--- src/rtl/ps2_key_tracker.sv ---
// Multi-key PS/2 set-2 scancode tracker: pops FIFO bytes, parses E0/F0 prefixes, tracks held keys.
// Optional macro PS2_TRK_REPEAT_EN makes typematic repeats visible on repeat_evt/last_code.
module ps2_key_tracker #(
    parameter int unsigned NSLOT = 4,
    parameter int unsigned CNT_W = 8
) (
    input  logic                 clk,
    input  logic                 clrn,
    input  logic [7:0]           ps2_data,
    input  logic                 ps2_ready,
    output logic                 nextdata_n,
    output logic                 press_evt,
    output logic                 release_evt,
    output logic                 repeat_evt,
    output logic [8:0]           last_code,
    output logic [9*NSLOT-1:0]   held_codes,
    output logic [NSLOT-1:0]     held_valid,
    output logic [CNT_W-1:0]     press_count,
    output logic                 drop_flag
);

    typedef enum logic [1:0] {StIdle, StExt, StBrk} state_t;

    state_t     state;
    logic       ext;
    logic [7:0] byte_q;
    logic       byte_vld;
    logic [8:0] slot [NSLOT];

    logic [8:0]       key;
    logic [NSLOT-1:0] hit;
    logic [NSLOT-1:0] free;
    logic             found;
    logic             is_prefix;
    logic             is_discard;
    logic             do_make;
    logic             do_rel;

    always_comb begin
        key        = {ext, byte_q};
        hit        = '0;
        free       = '0;
        found      = 1'b0;
        is_prefix  = (byte_q == 8'hE0) || (byte_q == 8'hF0);
        is_discard = (byte_q == 8'hE1) || (byte_q == 8'hAA) || (byte_q == 8'hFA) ||
                     (byte_q == 8'hEE) || (byte_q == 8'h00) || (byte_q == 8'hFF);
        for (int i = 0; i < int'(NSLOT); i++) begin
            hit[i] = held_valid[i] && (slot[i] == key);
            if (!held_valid[i] && !found) begin
                free[i] = 1'b1;
                found   = 1'b1;
            end
        end
        do_make = 1'b0;
        do_rel  = 1'b0;
        if (byte_vld) begin
            unique case (state)
                StIdle:  do_make = !is_prefix && !is_discard;
                StExt:   do_make = !is_prefix;
                StBrk:   do_rel  = !is_prefix;
                default: ;
            endcase
        end
    end

    always_comb begin
        held_codes = '0;
        for (int i = 0; i < int'(NSLOT); i++) begin
            held_codes[9*i +: 9] = slot[i];
        end
    end

    always_ff @(posedge clk or posedge clrn) begin
        if (clrn) begin
            state       <= StIdle;
            ext         <= 1'b0;
            byte_q      <= 8'h00;
            byte_vld    <= 1'b0;
            nextdata_n  <= 1'b1;
            press_evt   <= 1'b0;
            release_evt <= 1'b0;
`ifdef PS2_TRK_REPEAT_EN
            repeat_evt  <= 1'b0;
`endif
            last_code   <= '0;
            held_valid  <= '0;
            press_count <= '0;
            drop_flag   <= 1'b0;
            for (int i = 0; i < int'(NSLOT); i++) slot[i] <= '0;
        end else begin
            press_evt   <= 1'b0;
            release_evt <= 1'b0;
`ifdef PS2_TRK_REPEAT_EN
            repeat_evt  <= 1'b0;
`endif
            // nextdata_n low doubles as the gap cycle after each pop
            if (nextdata_n && ps2_ready) begin
                byte_q     <= ps2_data;
                byte_vld   <= 1'b1;
                nextdata_n <= 1'b0;
            end else begin
                byte_vld   <= 1'b0;
                nextdata_n <= 1'b1;
            end

            if (byte_vld) begin
                unique case (state)
                    StIdle: begin
                        if (byte_q == 8'hE0) begin
                            state <= StExt;
                            ext   <= 1'b1;
                        end else if (byte_q == 8'hF0) begin
                            state <= StBrk;
                        end
                    end
                    StExt: begin
                        if (byte_q == 8'hF0) begin
                            state <= StBrk;
                        end else if (byte_q != 8'hE0) begin
                            state <= StIdle;
                            ext   <= 1'b0;
                        end
                    end
                    StBrk: begin
                        state <= StIdle;
                        ext   <= 1'b0;
                    end
                    default: begin
                        state <= StIdle;
                        ext   <= 1'b0;
                    end
                endcase
            end

            if (do_make) begin
                if (|hit) begin
`ifdef PS2_TRK_REPEAT_EN
                    repeat_evt <= 1'b1;
                    last_code  <= key;
`endif
                end else if (found) begin
                    for (int i = 0; i < int'(NSLOT); i++) begin
                        if (free[i]) begin
                            slot[i]       <= key;
                            held_valid[i] <= 1'b1;
                        end
                    end
                    press_evt   <= 1'b1;
                    press_count <= press_count + 1'b1;
                    last_code   <= key;
                end else begin
                    drop_flag <= 1'b1;
                end
            end

            if (do_rel && (|hit)) begin
                for (int i = 0; i < int'(NSLOT); i++) begin
                    if (hit[i]) begin
                        slot[i]       <= '0;
                        held_valid[i] <= 1'b0;
                    end
                end
                release_evt <= 1'b1;
                last_code   <= key;
            end
        end
    end

`ifndef PS2_TRK_REPEAT_EN
    assign repeat_evt = 1'b0;
`endif

endmodule

--- config.mk ---
export PLATFORM = sky130hd
export DESIGN_NAME = ps2_key_tracker
export DESIGN_NICKNAME = d
export VERILOG_FILES = /design/src/rtl/ps2_key_tracker.sv
export SDC_FILE = /design/constraint.sdc
export NUM_CORES = 1
export LEC_CHECK = 0
export ABC_CLOCK_PERIOD_IN_PS = 5990
export CORE_UTILIZATION = 47
export CTS_CLUSTER_DIAMETER = 200
export DETAILED_ROUTE_END_ITERATION = 10
export PLACE_DENSITY_LB_ADDON = 0.25
export SYNTH_ARGS = -nofsm -noshare
export SYNTH_HDL_FRONTEND = slang
export SYNTH_SLANG_ARGS = --single-unit
--- constraint.sdc ---
create_clock -name clk -period 5.99 [get_ports clk]
set_input_delay 1.198 -clock clk [delete_from_list [all_inputs] [get_ports clk]]
set_output_delay 1.198 -clock clk [all_outputs]
set_load 0.01 [all_outputs]
==> impl_results.md, run 1 <==
- ANT nets after route: 0
- Class of the worst hold path: register to register
- Pin count of the biggest net entering global routing: 74
- DRT iter0 DRCs: 138
- DRC: 0
- N_diodes: 0
- Die W: 89.7 microns
- Area of the multi-input gates: 1610 sq um
- HPWL after DPL: 5.14 mm
- Reg-to-reg startpoint: byte_q[4]
- Initial antenna violation count: 0
- R2R setup slack: between 3 and 4 ns
- Fillers: slightly below 600
- Critical Path RT: 6.19 ns
- Die H: 89.7 microns
- Syn Inst Count: between 300 and 400
- Post-synth cell types: 45
- Overflow after GRT: 0
- Final net count: 390
- CP Capture Type: register
- Pre-CTS setup slack: 3.11 ns
- Worst Reg2Reg Path Length in Cells: 7
- Clock root buffer: clkbuf_8
- Syn_nets: 329
- DR pass1 iterations: 4
- Routability congestion estimate from global placement: approximately 0.82
- Netlist Area Pre-Place: approximately 3600 sq um
- Share of the synthesized area in the top cell type: 0.498
- Pleak: 0.00227 uW
- Final Skew: 0.00615 ns
- Post-DR vias/cell: 5.22
- Relative slew slack: 0.391
- Postcts setup bufs: 0
- Setup TNS: 0 ns
- CP startpoint kind: register
- Initial Utilization: 0.493
- Asr flop ratio synth: 1.00
- Post-synthesis sequential area ratio: 0.506
- Top cells by count, synth: dfrtp_1 (72), nor2_1 (49), xor2_1 (38), mux2i_1 (35), buf_2 (12)
- Clk pin slew, worst setup/hold paths: 0.07 ns
- Share of cells above drive strength 1: 0.120
- Total track usage: 0.215
- Pwr Density: roughly 430 nW/um^2
- Die Area: 8050 sq um
- Io pins: 73
- Clk buf depth: 2
- #FFs+latches synth: 73
- Post-CTS sizing: 0
- Reg2reg end: held_codes[26]
- Routed wire per std cell: 16.1 microns
- CTS tree: yes
- Placed Instances: 466
- Count leader, synth: dfrtp_1
- Maxcap violations: 0
- VDD IR max: 0.000274 V
- Vias in the first global route: 2462
- PortBufs: 71
- TritonCTS Buffers: 9
- Routed WL: 7.76 mm
- Hold Vio Cnt, Final: 0
- WHS Endpoint: press_count[7]
- Placement Rows: 31
- Clk sinks: between 70 and 80
- RSZ-0062 raised after global routing: no
- Slew @ Worst Pin: 0.914 ns
- CTS Hold Buffers Added: 0
- WS Path Type: register to register
- Vias: 2515
- Hold Slack: 0.469 ns
- Status: complete, no violations
- Yosys warnings: 0
- Hold path depth: 1
- Period utilization: 0.487
- Ys flop type: dfrtp_1
- Hold Path Origin: press_count[7]
- Ranking of synthesized cells by area: dfrtp_1 (50%), mux2i_1 (9.7%), xor2_1 (9.2%), nor2_1 (5.1%), mux2_4 (3.7%)
- P&R area growth vs syn: 26.9%
- Post-Layout Inst Area: 4590 sq um
- # setup viols final: 0
- Fmax: 0.343 GHz
- First-pass GRT wire length: 12.5 mm
- Clk Latency, worst-skew pair: 0.35 ns
- Leading area contributor after synthesis: dfrtp_1
- Critical path peak fanout: 16
- Post-Syn Area per Cell: 11.4 sq um
- CP arrival: 3.11 ns
- Number of synthesized flops with an enable pin: 0
- Setup WS post-layout: 3.07 ns
- H-tree depth: 3
- Max-slew violations: 0
- Core ar.: 7330 sq um
- Seq. cell area: around 1800 sq um
- Dpl cell area: approximately 4300 sq um
- Post-Layout Cell Count: 482
- Final Critical Period: 2.92 ns
## worst max-delay path by stage
stage,start,to,cells past startpoint
after CTS,byte_q[4],last_code[2],7
after floorplan,clrn,byte_q[0],1
final,byte_q[4],held_codes[26],7
after global routing,byte_q[4],held_codes[21],7
after global placement,byte_q[4],last_code[1],7
after detailed placement,byte_q[4],last_code[8],7
## cell type report
class	instances	area share
clock buffers	11	0.0330
clock inverters	5	0.0273
inverters	9	0.00736
multi-input cells	213	0.350
flip-flops and latches	73	0.399
well taps	99	0.0270
repair buffers	72	0.157
## cells by family (layout without fill, tap and decap cells)
group | Yosys count | count (layout) | synth area share
simple gates | 99 | 99 | 0.140
flops | 73 | 73 | 0.506
mux | 53 | 53 | 0.162
xor+xnor | 43 | 43 | 0.104
buf+inv | 31 | 97 | 0.0498
compound gates | 16 | 16 | 0.0332
fa+ha+maj | 1 | 1 | 0.00346
other cells | 1 | 1 | 0.00104
## through the flow
| stage | total power [uW] | utilization |
|---|---|---|
| floorplan | 1110 | - |
| global placement | 1440 | 0.588 |
| detailed placement | 1450 | 0.588 |
| CTS | 1980 | 0.626 |
| global route | 2070 | 0.626 |
| finish | 1960 | 0.626 |
## registers in the layout, summed over array words and instances, names as in the netlist, 2 cells and up
name and flops:
held_valid 4, held_codes 36, state 2, byte_q 8, press_count 8, last_code 9
## worst max-delay path, cell delays in order, from the launching register on
cell,delay (ns)
dfrtp_1,0.81
xor2_1,0.21
nor4_1,0.08
nand4_1,0.13
and4_1,0.47
nand4b_1,0.65
mux2i_1,0.35
nor2_1,0.07
## where the power goes
group | switching (uW) | internal, uW | total [uW]
Clock | 180 | 341 | 521
Combinational | 232 | 389 | 621
Sequential | 181 | 636 | 817
## per-layer routing
| metal | wire length [microns] | vias to the layer above | GRT usage | share of wire |
|---|---|---|---|---|
| met5 | 0 | - | 0 | 0 |
| met2 | 3670 | 66 | 0.351 | 0.47 |
| met4 | 74 | 0 | 0.0519 | 0.0095 |
| met1 | 3660 | 1246 | 0.284 | 0.47 |
| met3 | 361 | 8 | 0.0612 | 0.047 |
| li1 | - | 1195 | - | - |
## cell usage in the layout (no fill, tap or decap), types with 3 or more instances in the layout
cell type / count
nor2_1: 49
o21ai_0: 4
bufinv_16: 4
nand3_1: 6
nand2_1: 9
nor3_1: 3
inv_1: 8
nand4_1: 7
clkdlybuf4s50_1: 71
clkbuf_8: 11
xor2_1: 38
mux2i_1: 35
xnor2_1: 5
a21oi_1: 3
mux2_4: 9
nor4_1: 10
dfrtp_1: 72
a31oi_1: 3
mux2_2: 9
No activity file was read; power rests on OpenSTA's default activity.
==> run 2, diff against run 1 <==
--- a/config.mk
+++ b/config.mk
@@ -5,7 +5,7 @@
 export SDC_FILE = /design/constraint.sdc
 export NUM_CORES = 1
 export LEC_CHECK = 0
-export ABC_CLOCK_PERIOD_IN_PS = 5990
+export ABC_CLOCK_PERIOD_IN_PS = 3000
 export CORE_UTILIZATION = 47
 export CTS_CLUSTER_DIAMETER = 200
 export DETAILED_ROUTE_END_ITERATION = 10
==> constraint.sdc (replaced) <==
create_clock -name clk -period 3 [get_ports clk]
set_input_delay 0.6 -clock clk [delete_from_list [all_inputs] [get_ports clk]]
set_output_delay 0.6 -clock clk [all_outputs]
set_load 0.01 [all_outputs]
==> run 2 against run 1 <==
Net effect:
- setup slack got worse by 2.9 ns
- via count increased by 2.4%
- clock skew increased by 0.0033 ns
- register-to-register slack got worse by 2.9 ns
- worst hold slack got worse by 0.0045 ns
- clock power increased by 37%
- sequential cell count unchanged
- cell count increased by 3.1%
- first-iteration DRC count decreased by 13%
==> impl_results.md, run 2 (synthesized netlist as in run 1, its figures left out) <==
- Pwr Density: 786 nW/um^2 (+84%)
- R2R setup slack: 0.17 ns (-2.90 ns)
- WS Path Type: register to register
- Clk pin slew, worst setup/hold paths: 0.07 ns (about the same)
- Io pins: 73 (unchanged)
- Vias: 2576 (+2.4%)
- Routed wire per std cell: 16.2 microns (+0.32%)
- Levels on crit path: 7 (unchanged)
- CP startpoint kind: register
- Slew @ Worst Pin: 0.656 ns (-0.258 ns)
- Critical Path RT: 3.23 ns (-2.96 ns)
- Slowest Stage Delay on Critical Path: 0.75 ns (-0.06 ns)
- Clk buf depth: 2 (unchanged)
- Hold Vio Cnt, Final: 0 (unchanged)
- Vias in the first global route: 2546 (+3.4%)
- Relative slew slack: 0.561 (+0.170)
- Worst-path cell chain: xor2_1 > nor4_1 > nand4_1 > and4_1 > nand3_4 > nor2b_4 > mux2_4
- Share of cells above drive strength 1: 0.143 (+0.0231)
- Pin count of the biggest net entering global routing: 31 (-58%)
- Post-DR vias/cell: 5.18 (-0.67%)
- Placement Rows: 31 (unchanged)
- Fmax: 0.354 GHz (+3.2%)
- Initial antenna violation count: 0 (unchanged)
- Hold Path Origin: press_count[7]
- Final Skew: 0.00947 ns (+0.00332 ns)
- ANT nets after route: 0 (unchanged)
- Crit path buffers/inverters: 0 (unchanged)
- VDD IR max: 0.000495 V (+81%)
- Final net count: 405 (+3.8%)
- Total track usage: 0.222 (+0.00698)
- WHS Endpoint: press_count[7]
- Core ar.: 7330 sq um (unchanged)
- Clock root buffer: clkbuf_8
- TritonCTS Buffers: 9 (unchanged)
- Clk Latency, worst-skew pair: 0.34 ns (about the same)
- Fin util: 0.630 (+0.00393)
- Clk sinks: 73 (unchanged)
- Die H: 89.7 microns (unchanged)
- Worst Reg2Reg Path Length in Cells: 7 (unchanged)
- Cell at the slowest stage of the critical path: dfrtp_1
- Class of the worst hold path: register to register
- DRC: 0 (unchanged)
- CP arrival: 3.05 ns (-0.06 ns)
- Commonest non-fill, non-tap cell in the layout: dfrtp_1
- Overflow after GRT: 0 (unchanged)
- HPWL after DPL: 5.67 mm (+10%)
- Pleak: 0.00230 uW (+1.1%)
- Initial Utilization: 0.493 (unchanged)
- Reg-to-reg startpoint: byte_q[1]
- CTS tree: yes
- Routed WL: 8.03 mm (+3.4%)
- Final Critical Period: 2.83 ns (-0.0905 ns)
- P&R area growth vs syn: 27.7%
- Reg2reg end: last_code[7]
- Max-slew violations: 0 (unchanged)
- Die W: 89.7 microns (unchanged)
- Die Area: 8050 sq um (unchanged)
- Most frequent cells in the layout: dfrtp_1 (72), clkdlybuf4s50_1 (71), nor2_1 (49)
- N_diodes: 0 (unchanged)
- Hold path depth: 1 (unchanged)
- H-tree depth: 3 (unchanged)
- Setup TNS: 0 ns (unchanged)
- Period utilization: 0.942 (+0.455)
- CTS Hold Buffers Added: 0 (unchanged)
- Max reg flops: 36 (unchanged)
- Critical path peak fanout: 16 (unchanged)
- Maxcap violations: 0 (unchanged)
- CP Capture Type: register
- Worst path top cell family by delay: simple AND/OR/NAND/NOR gates
- # setup viols final: 0 (unchanged)
- Routability congestion estimate from global placement: 0.806 (-1.9%)
- DR pass1 iterations: 5 (+1)
- RSZ-0062 raised after global routing: no
- Status: complete, no violations
- PortBufs: 71 (unchanged)
- DRT iter0 DRCs: 120 (-13%)
- First-pass GRT wire length: 13.0 mm (+3.7%)
## run 2: cell count changes in the layout (fill, tap and decap cells not counted)
cell       before  now
clkbuf_8       11   12
buf_4           1   15
clkbuf_1        0    4
clkinv_2        1    0
bufinv_16       4    0
buf_12          0    1
## run 2: stage by stage
stage | hold WS, ns | setup slack [ns] | instances | cell area [sq um] | power, uW
after global placement | 0.455 | 0.177 | 480 | 4430 | 2910
after CTS | 0.469 | 0.0705 | 496 | 4610 | 3660
final | 0.465 | 0.175 | 497 | 4620 | 3630
after detailed placement | 0.456 | 0.0759 | 480 | 4430 | 2940
after floorplan | 0.504 | 0.548 | 317 | 3610 | 2220
after global routing | 0.480 | 0.0230 | 497 | 4620 | 3850
## run 2: worst max-delay path by stage
stage              start             end  slack (ns)
2_1_floorplan       clrn       byte_q[0]        0.55
3_3_place_gp   byte_q[5]  held_codes[30]        0.18
3_5_place_dp   byte_q[5]  held_codes[33]        0.08
4_1_cts        byte_q[5]  held_codes[33]        0.07
5_1_grt        byte_q[1]    last_code[6]        0.02
6_report       byte_q[1]    last_code[7]        0.17
## run 2: where the power goes
part,switching [uW],internal (uW),total [uW]
Sequential,334,1270,1610
Clock,343,371,714
Combinational,503,805,1310
Total,1180,2450,3630
## run 2: per-layer routing
layer | wire (microns) | GRT usage | vias up | part of all wire
li1 | - | - | 1227 | -
met1 | 3860 | 0.307 | 1278 | 0.48
met2 | 3780 | 0.352 | 64 | 0.47
met3 | 300 | 0.0329 | 7 | 0.037
met4 | 81 | 0.0895 | 0 | 0.010
met5 | 0 | 0 | - | 0
## run 2: worst reg2reg max path, cell delays in order, from the launching register on
cell and delay, ns:
dfrtp_1 0.75, xor2_1 0.14, nor4_1 0.32, nand4_1 0.19, and4_1 0.38, nand3_4 0.19
nor2b_4 0.40, mux2_4 0.34
## run 2: area by class of cell
| class | count | area [sq um] |
|---|---|---|
| Sequential cell | 73 | 1830 |
| Inverter | 9 | 33.8 |
| Clock buffer | 16 | 180 |
| Multi-Input combinational cell | 213 | 1610 |
| Fill cell | 598 | 2720 |
| Tap cell | 99 | 124 |
| Timing Repair Buffer | 87 | 843 |
## run 2: what timing repair did
| action | in CTS | in global routing |
|---|---|---|
| gates resized for setup | 0 | 0 |
| setup buffers | 0 | 1 |
| endpoints found under the setup margin | 0 | 9 |
==> run 3, diff against run 2 <==
--- a/config.mk
+++ b/config.mk
@@ -6,6 +6,7 @@
 export NUM_CORES = 1
 export LEC_CHECK = 0
 export ABC_CLOCK_PERIOD_IN_PS = 3000
+export CORE_MARGIN = 2
 export CORE_UTILIZATION = 47
 export CTS_CLUSTER_DIAMETER = 200
 export DETAILED_ROUTE_END_ITERATION = 10
@@ -13,3 +14,4 @@
 export SYNTH_ARGS = -nofsm -noshare
 export SYNTH_HDL_FRONTEND = slang
 export SYNTH_SLANG_ARGS = --single-unit
+export TNS_END_PERCENT = 10
==> run 3 against run 2 <==
Net effect:
- power is 4.1% higher
- cell area is 0.41% higher
- global-route usage is 1.9 points lower
- critical path type unchanged
- via count is 0.35% lower
- worst hold slack better by 0.013 ns
- cell count is 0.80% lower
- sequential share of layout area is 0.16 points lower
- clock skew is 0.0028 ns lower
- maximum frequency is 3.9% higher
- non-clock buffer count is 4 lower
- die area is 4.5% higher
- setup slack better by 0.11 ns
==> impl_results.md, run 3 (synthesized netlist as in run 1, its figures left out) <==
- P&R area growth vs syn: 28.2%
- Die H: 91.7 microns (+2.2%)
- Io pins: 73 (unchanged)
- Max reg flops: 36 (unchanged)
- CP startpoint: byte_q[7]
- Status: complete, no violations
- Crit path buffers/inverters: 0 (unchanged)
- Final net count: 401 (-0.99%)
- Seq pwr share: 0.426 (-0.017)
- Placement Rows: 31 (unchanged)
- Global-route track usage on met3: 0.0526 (+0.0197)
- Setup TNS: 0 ns (unchanged)
- R2R setup slack: 0.28 ns (+0.11 ns)
- Combinational power share: 0.342 (-0.018)
- Fmax: 0.368 GHz (+3.9%)
- Worst-path cell chain: xor2_1 > nor4_1 > nand4_1 > and4_1 > nand3_4 > nor2b_4 > mux2_4
- Relative slew slack: 0.458 (-0.102)
- HPWL after DPL: 5.61 mm (-1.0%)
- Clock root buffer: clkbuf_8
- Net Sw Power: 1220 uW (+3.2%)
- Post-Layout Inst Area: 4630 sq um (+0.41%)
- Class of the worst hold path: register to register
- DRT iter0 DRCs: 150 (+25%)
- Die W: 91.7 microns (+2.2%)
- # setup viols final: 0 (unchanged)
- Max-slew violations: 0 (unchanged)
- Pint: 2560 uW (+4.5%)
- Reg2reg end: last_code[4]
- Hold path depth: 1 (unchanged)
- Placed Instances: 477 (-0.63%)
- Dpl cell area: 4410 sq um (-0.51%)
- Vias: 2567 (-0.35%)
- Clk buf depth: 2 (unchanged)
- Final Critical Period: 2.72 ns (-0.106 ns)
- Slew @ Worst Pin: 0.809 ns (+0.153 ns)
- ANT nets after route: 0 (unchanged)
- Initial antenna violation count: 0 (unchanged)
- Critical path peak fanout: 13 (-3)
- DR pass1 iterations: 4 (-1)
- RSZ-0062 raised after global routing: no
- CP Capture Type: register
- H-tree depth: 3 (unchanged)
- Clock network power share: 0.232 (+0.035)
- VDD IR max: 0.000467 V (-5.7%)
- Clk Latency, worst-skew pair: 0.36 ns (+0.02 ns)
- Clk pin slew, worst setup/hold paths: 0.08 ns (about the same)
- Pwr Density: 815 nW/um^2 (+3.7%)
- Routed wire per std cell: 16.4 microns (+1.6%)
- Die Area: 8410 sq um (+4.5%)
- CP startpoint kind: register
- Total track usage: 0.203 (-0.0189)
- Critical Path RT: 3.25 ns (+0.02 ns)
- First-pass GRT wire length: 13.3 mm (+2.1%)
- WHS Endpoint: press_count[7]
- Most frequent cells in the layout: dfrtp_1 (72), clkdlybuf4s50_1 (71), nor2_1 (49)
- Hold Path Origin: press_count[7]
- CP arrival: 2.97 ns (-0.08 ns)
- Pin count of the biggest net entering global routing: 74 (+140%)
- Reg-to-reg startpoint: byte_q[7]
- Maxcap violations: 0 (unchanged)
- Post-CTS sizing: 0 (unchanged)
- TritonCTS Buffers: 9 (unchanged)
- Worst path top cell family by delay: simple AND/OR/NAND/NOR gates
- Vias in the first global route: 2621 (+2.9%)
- Final Skew: 0.00666 ns (-0.00281 ns)
- Postcts setup bufs: 0 (unchanged)
- Post-DR vias/cell: 5.21 (+0.46%)
- CTS Hold Buffers Added: 0 (unchanged)
- Area of the multi-input gates: 1610 sq um (unchanged)
- N_diodes: 0 (unchanged)
- Commonest non-fill, non-tap cell in the layout: dfrtp_1
- Fin util: 0.632 (+0.00256)
- WS Path Type: register to register
- Gr busiest metal: met2
- Sw Share: 0.323 (-0.00272)
- Hold Vio Cnt, Final: 0 (unchanged)
- Overflow after GRT: 0 (unchanged)
- Seq. cell area: 1830 sq um (unchanged)
- Worst Reg2Reg Path Length in Cells: 7 (unchanged)
- PortBufs: 71 (unchanged)
- Cell at the slowest stage of the critical path: dfrtp_1
- DRC: 0 (unchanged)
- CTS tree: yes
- Core ar.: 7330 sq um (unchanged)
- Post-Layout Cell Count: 493 (-0.80%)
- Period utilization: 0.906 (-0.0354)
- Fillers: 582 (-2.7%)
- Met2 GRT Util: 0.324 (-0.0278)
- Pleak: 0.00229 uW (-0.27%)
- Routed WL: 8.10 mm (+0.82%)
- Routability congestion estimate from global placement: 0.780 (-3.2%)
- Slowest Stage Delay on Critical Path: 0.76 ns (about the same)
- Met1 Use GR: 0.274 (-0.0328)
- Initial Utilization: 0.493 (unchanged)
- Share of cells above drive strength 1: 0.145 (+0.00145)
- Clk sinks: 73 (unchanged)
run 3: cell count changes in the layout (fill, tap and decap cells not counted), sizes merged:
cell	previous run	this run
clkbuf	16	10
buf	16	12
clkinvlp	0	3
bufinv	0	2
clkinv	0	1
run 3: layout make-up:
| type | instances | area share |
|---|---|---|
| flip-flops and latches | 73 | 0.394 |
| multi-input cells | 213 | 0.347 |
| repair buffers | 83 | 0.175 |
| clock buffers | 10 | 0.0297 |
| well taps | 99 | 0.0267 |
| clock inverters | 6 | 0.0197 |
| inverters | 9 | 0.00729 |
run 3: worst max-delay path by stage:
stage / endpoint / slack (ns) / cells after the start
floorplan: byte_q[0] / 0.55 / 1
global placement: last_code[6] / 0.37 / 7
detailed placement: last_code[8] / 0.32 / 7
CTS: last_code[6] / 0.28 / 7
global route: last_code[7] / 0.1 / 7
finish: last_code[4] / 0.28 / 7
run 3: worst reg2reg max path: cells and delay by family, from the launching register on:
| kind | cells | cell delay (ns) |
|---|---|---|
| AND/OR/NAND/NOR | 5 | 1.37 |
| multiplexers | 1 | 0.34 |
| flip-flops | 1 | 0.76 |
| XOR/XNOR | 1 | 0.16 |
run 3: layer usage:
metal	up-vias	part of all wire	wire, microns
li1	1221	-	-
met1	1255	0.46	3740
met2	77	0.47	3820
met3	14	0.051	411
met4	0	0.015	123
met5	-	0	0
run 3: power by group through the flow:
| stage | sequential, uW | clock (uW) | combinational (uW) |
|---|---|---|---|
| 2_1_floorplan | 1640 | 0 | 576 |
| 3_3_place_gp | 1620 | 0 | 1280 |
| 3_5_place_dp | 1630 | 0 | 1310 |
| 4_1_cts | 1610 | 891 | 1310 |
| 5_1_grt | 1650 | 942 | 1410 |
| 6_report | 1610 | 877 | 1290 |
run 3: per-stage QoR:
stage               setup WS (ns)  power (uW)  hold slack (ns)
floorplan                   0.548        2220            0.504
global placement            0.372        2910            0.459
detailed placement          0.322        2930            0.480
CTS                         0.279        3810            0.490
global route               0.0991        4010            0.499
finish                      0.281        3780            0.478
